File: src/rtl/mem_arb_pkg.sv
// Shared definitions for the unified memory arbiter: FSM state encoding and owner codes.
package mem_arb_pkg;

    typedef enum logic [1:0] {
        S_IDLE   = 2'd0,
        S_ACCESS = 2'd1,
        S_DONE   = 2'd2
    } arb_state_e;

    localparam logic OWN_CORE = 1'b0;
    localparam logic OWN_DBG  = 1'b1;

endpackage

File: src/rtl/mem_arb_pick.sv
// Combinational winner select between core and debug requesters.
// ARB_ROUND_ROBIN_EN selects alternating priority; otherwise the core always wins ties.
module mem_arb_pick
    import mem_arb_pkg::*;
(
    input  logic c_req,
    input  logic d_req,
    input  logic last_owner,
    output logic valid,
    output logic winner
);

`ifdef ARB_ROUND_ROBIN_EN
    // On a tie the port that was not served last gets the memory.
    always_comb begin
        valid  = c_req | d_req;
        winner = OWN_CORE;
        if (c_req && d_req) begin
            winner = (last_owner == OWN_CORE) ? OWN_DBG : OWN_CORE;
        end else if (d_req) begin
            winner = OWN_DBG;
        end
    end
`else
    logic unused_last_owner;
    assign unused_last_owner = last_owner;

    always_comb begin
        valid  = c_req | d_req;
        winner = c_req ? OWN_CORE : (d_req ? OWN_DBG : OWN_CORE);
    end
`endif

endmodule

File: src/rtl/unified_mem_arbiter.sv
// Shares the unified instruction/data memory between the core and the debug loader.
// Optional round-robin arbitration is enabled with the ARB_ROUND_ROBIN_EN macro.
module unified_mem_arbiter
    import mem_arb_pkg::*;
#(
    parameter int AW      = 32,
    parameter int DW      = 32,
    parameter int MEM_LAT = 1
) (
    input  logic          clk,
    input  logic          rst,
    input  logic          c_req,
    input  logic          c_we,
    input  logic [AW-1:0] c_addr,
    input  logic [DW-1:0] c_wdata,
    output logic          c_gnt,
    output logic          c_done,
    output logic [DW-1:0] c_rdata,
    input  logic          d_req,
    input  logic          d_we,
    input  logic [AW-1:0] d_addr,
    input  logic [DW-1:0] d_wdata,
    output logic          d_gnt,
    output logic          d_done,
    output logic [DW-1:0] d_rdata,
    output logic          mem_en,
    output logic          mem_we,
    output logic [AW-1:0] mem_addr,
    output logic [DW-1:0] mem_wdata,
    input  logic [DW-1:0] mem_rdata,
    output logic          busy,
    output logic          owner
);

    localparam int CW = $clog2(MEM_LAT + 1);

    arb_state_e    state_q, state_d;
    logic [CW-1:0] cnt_q, cnt_d;
    logic          owner_q, owner_d;
    logic          we_q, we_d;
    logic [AW-1:0] addr_q, addr_d;
    logic [DW-1:0] wdata_q, wdata_d;
    logic [DW-1:0] c_rdata_q, c_rdata_d;
    logic [DW-1:0] d_rdata_q, d_rdata_d;

    logic          pick_valid;
    logic          pick_winner;
    logic          in_access;
    logic          in_done;
    logic          first_access;

    // The last owner doubles as the round-robin pointer.
    mem_arb_pick u_pick (
        .c_req      (c_req),
        .d_req      (d_req),
        .last_owner (owner_q),
        .valid      (pick_valid),
        .winner     (pick_winner)
    );

    always_ff @(posedge clk) begin
        if (rst) begin
            state_q   <= S_IDLE;
            cnt_q     <= '0;
            owner_q   <= OWN_CORE;
            we_q      <= 1'b0;
            addr_q    <= '0;
            wdata_q   <= '0;
            c_rdata_q <= '0;
            d_rdata_q <= '0;
        end else begin
            state_q   <= state_d;
            cnt_q     <= cnt_d;
            owner_q   <= owner_d;
            we_q      <= we_d;
            addr_q    <= addr_d;
            wdata_q   <= wdata_d;
            c_rdata_q <= c_rdata_d;
            d_rdata_q <= d_rdata_d;
        end
    end

    always_comb begin
        state_d   = state_q;
        cnt_d     = cnt_q;
        owner_d   = owner_q;
        we_d      = we_q;
        addr_d    = addr_q;
        wdata_d   = wdata_q;
        c_rdata_d = c_rdata_q;
        d_rdata_d = d_rdata_q;
        case (state_q)
            S_IDLE: begin
                if (pick_valid) begin
                    state_d = S_ACCESS;
                    owner_d = pick_winner;
                    cnt_d   = CW'(MEM_LAT);
                    if (pick_winner == OWN_DBG) begin
                        we_d    = d_we;
                        addr_d  = d_addr;
                        wdata_d = d_wdata;
                    end else begin
                        we_d    = c_we;
                        addr_d  = c_addr;
                        wdata_d = c_wdata;
                    end
                end
            end
            S_ACCESS: begin
                cnt_d = cnt_q - CW'(1);
                if (cnt_q == CW'(1)) begin
                    state_d = S_DONE;
                    if (!we_q) begin
                        if (owner_q == OWN_DBG) begin
                            d_rdata_d = mem_rdata;
                        end else begin
                            c_rdata_d = mem_rdata;
                        end
                    end
                end
            end
            S_DONE: begin
                state_d = S_IDLE;
            end
            default: begin
                state_d = S_IDLE;
            end
        endcase
    end

    // Memory bus is driven only while an access is in flight.
    always_comb begin
        in_access    = (state_q == S_ACCESS);
        in_done      = (state_q == S_DONE);
        first_access = in_access && (cnt_q == CW'(MEM_LAT));
        mem_en       = in_access;
        mem_we       = in_access && we_q;
        mem_addr     = in_access ? addr_q  : '0;
        mem_wdata    = in_access ? wdata_q : '0;
        c_gnt        = first_access && (owner_q == OWN_CORE);
        d_gnt        = first_access && (owner_q == OWN_DBG);
        c_done       = in_done && (owner_q == OWN_CORE);
        d_done       = in_done && (owner_q == OWN_DBG);
        busy         = (state_q != S_IDLE);
        owner        = owner_q;
        c_rdata      = c_rdata_q;
        d_rdata      = d_rdata_q;
    end

endmodule

File: config.mk
export PLATFORM = sky130hd
export DESIGN_NAME = unified_mem_arbiter
export DESIGN_NICKNAME = d
export VERILOG_FILES = /design/src/rtl/mem_arb_pkg.sv /design/src/rtl/mem_arb_pick.sv /design/src/rtl/unified_mem_arbiter.sv
export SDC_FILE = /design/constraint.sdc
export NUM_CORES = 1
export LEC_CHECK = 0
export CAP_MARGIN = 40
export CORE_MARGIN = 10
export CORE_UTILIZATION = 37
export DETAILED_ROUTE_END_ITERATION = 10
export PLACE_DENSITY_LB_ADDON = 0.1
export SLEW_MARGIN = 0
export SYNTH_ARGS = -nofsm -noshare
export SYNTH_HDL_FRONTEND = slang
export SYNTH_SLANG_ARGS = --single-unit
File: constraint.sdc
create_clock -name clk -period 1.4 [get_ports clk]
set_input_delay 0.28 -clock clk [delete_from_list [all_inputs] [get_ports clk]]
set_output_delay 0.28 -clock clk [all_outputs]
set_load 0.05 [all_outputs]
==> qor.yml <==
status:
  status: "finished, violations left"
  violations: "setup timing"
drt:
  drt_iter0_drc: 265
  drc: 0
  vias: 6421
  via_per_inst: 5.04
  firstDrtPassIters: 4
  wire_per_inst_um: 20.8
  drtAntennaViolNets: 0
  wirelength_um: 26400
power:
  total_leakage_power_uw: 0.00527
  power.switching_uw: 3970
  switching_share_pct: 29.8
  pwr-share-comb_pct: 32.4
  vdd_drop_max_uv: 864
  p_int_uw: 9350
  p_clk_share_pct: 35.4
  powerDensity_nw_per_um2: 1030
  seqPwrFrac_pct: 32.1
place:
  place.port_buffers: 301
  hpwlAfterDp_um: 16400
  dp.cells: 1195
  gp_congestion: 0.829
setup_path:
  crit_required_ps: 1120
  worstPathBufferInverterCount: 3
  crit_type: "reg2out"
  critPathSlowestCell: "dfxtp_2"
  cp_top_family: "buffers and inverters"
  endpoint_kind: "primary output"
  arrival_ps: 1580
  cp_common_cell: "buf_12"
  crit_path_start_kind: "flop"
  crit_chain: "and2b_4 -> buf_12 -> clkbuf_16 -> and2_4 -> buf_12"
  path_max_fanout: 7
  r2r_slack_ps: -330
  cpPeakStageDelay_ps: 320
synthesis:
  synthFlopType: "dfxtp_1"
  synth_xor_area_share_pct: 0
  synth_fa_ha_area_share_pct: 0
  netlist_instances: 709
  synth_seq_cells: 133
  yosys_warnings: 0
  yosys.area_share.simple_pct: 26.4
  async_flop_share_pct: 0
  synthesis.nets: 875
  yosysSeqAreaShare_pct: 43.3
  syn_area_per_cell_um2: 8.67
  synth.area.mux_share_pct: 10.4
  synth_edf_count: 0
  ys_types: 24
  synth_top_family_by_area: "simple AND/OR/NAND/NOR gates"
  synth_compound_area_share_pct: 14.9
  syn-cell-area_um2: 6140
sta:
  final.setup.worst_slack_ps: -463
  skew_ps: 9.98
  min_period_over_period_pct: 133
  finalHoldViolations: 0
  relSlewSlack_pct: 81.1
  hold_slack_ps: 340
  final-max-slew-violation-count: 0
  tightest_slew_ps: 283
  finalCriticalPeriod_ps: 1860
  finalSetupViolations: 203
  fmax_mhz: 537
  rsz0062_at_grt: "yes"
floorplan:
  coreArea_um2: 16400
  ioPinCount: 302
  row_count: 47
  fp.dieH_um: 149
  fp.dieW_um: 149
  start_util_pct: 37.5
  dieArea_um2: 22200
final_layout:
  drive_gt1_share_pct: 35.5
  area_delta_synth_final_pct: 111
  num-fill-cells: 1010
  final_common_cell: "clkdlybuf4s50_1"
  fin_cells: 1273
  layout_common_cells: "164 x clkdlybuf4s50_1, 160 x buf_12, 130 x nand2_1, 130 x dfxtp_1, 98 x nand2b_1"
  antenna_cells: 0
  multi_input_area_um2: 3640
  nets: 1206
  final-seq-area_um2: 2670
clock_network:
  cts_tree: "yes"
  numCtsBuffers: 17
  clock_sinks: 133
  clockBufferDepth: 2
  cts_max_level: 4
  insertion_delay_ps: 420
  cts_root_buf: "clkbuf_16"
  clkTransAtPathRegs_ps: 60
grt:
  grt_overflow: 0
  grt_pass1_vias: 6300
  antenna_found_initial: 0
  grt_pass1_wl_um: 36400
  grt_max_degree: 56
  grtUsageTotal_pct: 20.9
worst_hold_path:
  hp-class: "in2reg"
job:
  drv_cap: 0
layer usage:
metal	up-vias	track usage, %	wire, um
met1	3038	23.1	10000
li1	3104	-	-
met2	234	35.3	13400
met5	-	0	0
met4	0	8.29	739
met3	45	8.43	2200
worst register-to-register path, delay by kind of cell (launching register included):
| kind | cells | cell delay, ps |
|---|---|---|
| buf+inv | 6 | 810 |
| flops | 1 | 320 |
| mux | 1 | 220 |
| simple gates | 2 | 310 |
per-stage QoR:
step / area, um2 / setup slack (ps) / utilization, % / setup TNS, ps / power, uW
floorplan: 6300 / -54.5 / - / -2730 / 5950
global placement: 11100 / -279 / 67.5 / -24280 / 7630
detailed placement: 11100 / -348 / 67.5 / -27330 / 7670
CTS: 12200 / -478 / 74.2 / -42780 / 12700
global route: 13000 / -503 / 79.1 / -74030 / 13800
finish: 13000 / -463 / 79.1 / -61790 / 13300
layout make-up:
class	instances	area share (%)
clock buffer	19	3.49
tap	220	2.12
timing repair buffer	379	44.4
sequential	133	20.6
clock inverter	13	1.30
inverter	1	0.0482
multi-input combinational	508	28.1
timing repair:
| item | in CTS | in global routing |
|---|---|---|
| endpoints found under the hold margin | 0 | 0 |
| buffers inserted | 11 | 8 |
| pin swaps | 24 | 66 |
| gates resized for setup | 51 | 90 |
| cloned | 9 | 20 |
| hold buffers | 0 | 0 |
| setup endpoints to repair | 104 | 204 |
registers in the layout (all words and copies together), names as in the netlist:
signal,count
addr_q,32
c_rdata,32
cnt_q,1
d_rdata,32
owner,1
state_q,2
wdata_q,32
we_q,1
cell families after synthesis:
logic type,after synthesis
compound gates,134
buf+inv,68
flops,133
mux,64
simple gates,310
power by group through the flow:
stage / logic [uW] / clock network, uW / registers (uW)
2_1_floorplan: 1500 / 0 / 4450
3_5_place_dp: 3340 / 0 / 4320
6_report: 4320 / 4720 / 4280
4_1_cts: 3690 / 4780 / 4250
3_3_place_gp: 3310 / 0 / 4320
5_1_grt: 4510 / 4960 / 4310
path summary, 6_finish.rpt:
check / start / endpoint / cells past startpoint
hold / removal: rst / owner / 3
setup / recovery: state_q[1] / mem_addr[18] / 5
hold reg to reg: wdata_q[27] / wdata_q[27] / 2
setup reg to reg: state_q[1] / c_rdata[12] / 9
cells in the mapped netlist, types with 3 or more instances:
library cell	instances	share of area, %
dfxtp_1	133	43
nand2_1	132	8.1
nand2b_1	99	10
a21oi_1	67	5.5
a311oi_1	65	9.3
and2_1	65	6.6
mux2i_1	64	10
clkbuf_1	39	2.4
buf_2	21	1.7
nor2_1	5	0.31
buf_1	4	0.24
buf_6	3	0.55
No activity file was read; power rests on OpenSTA's default activity.
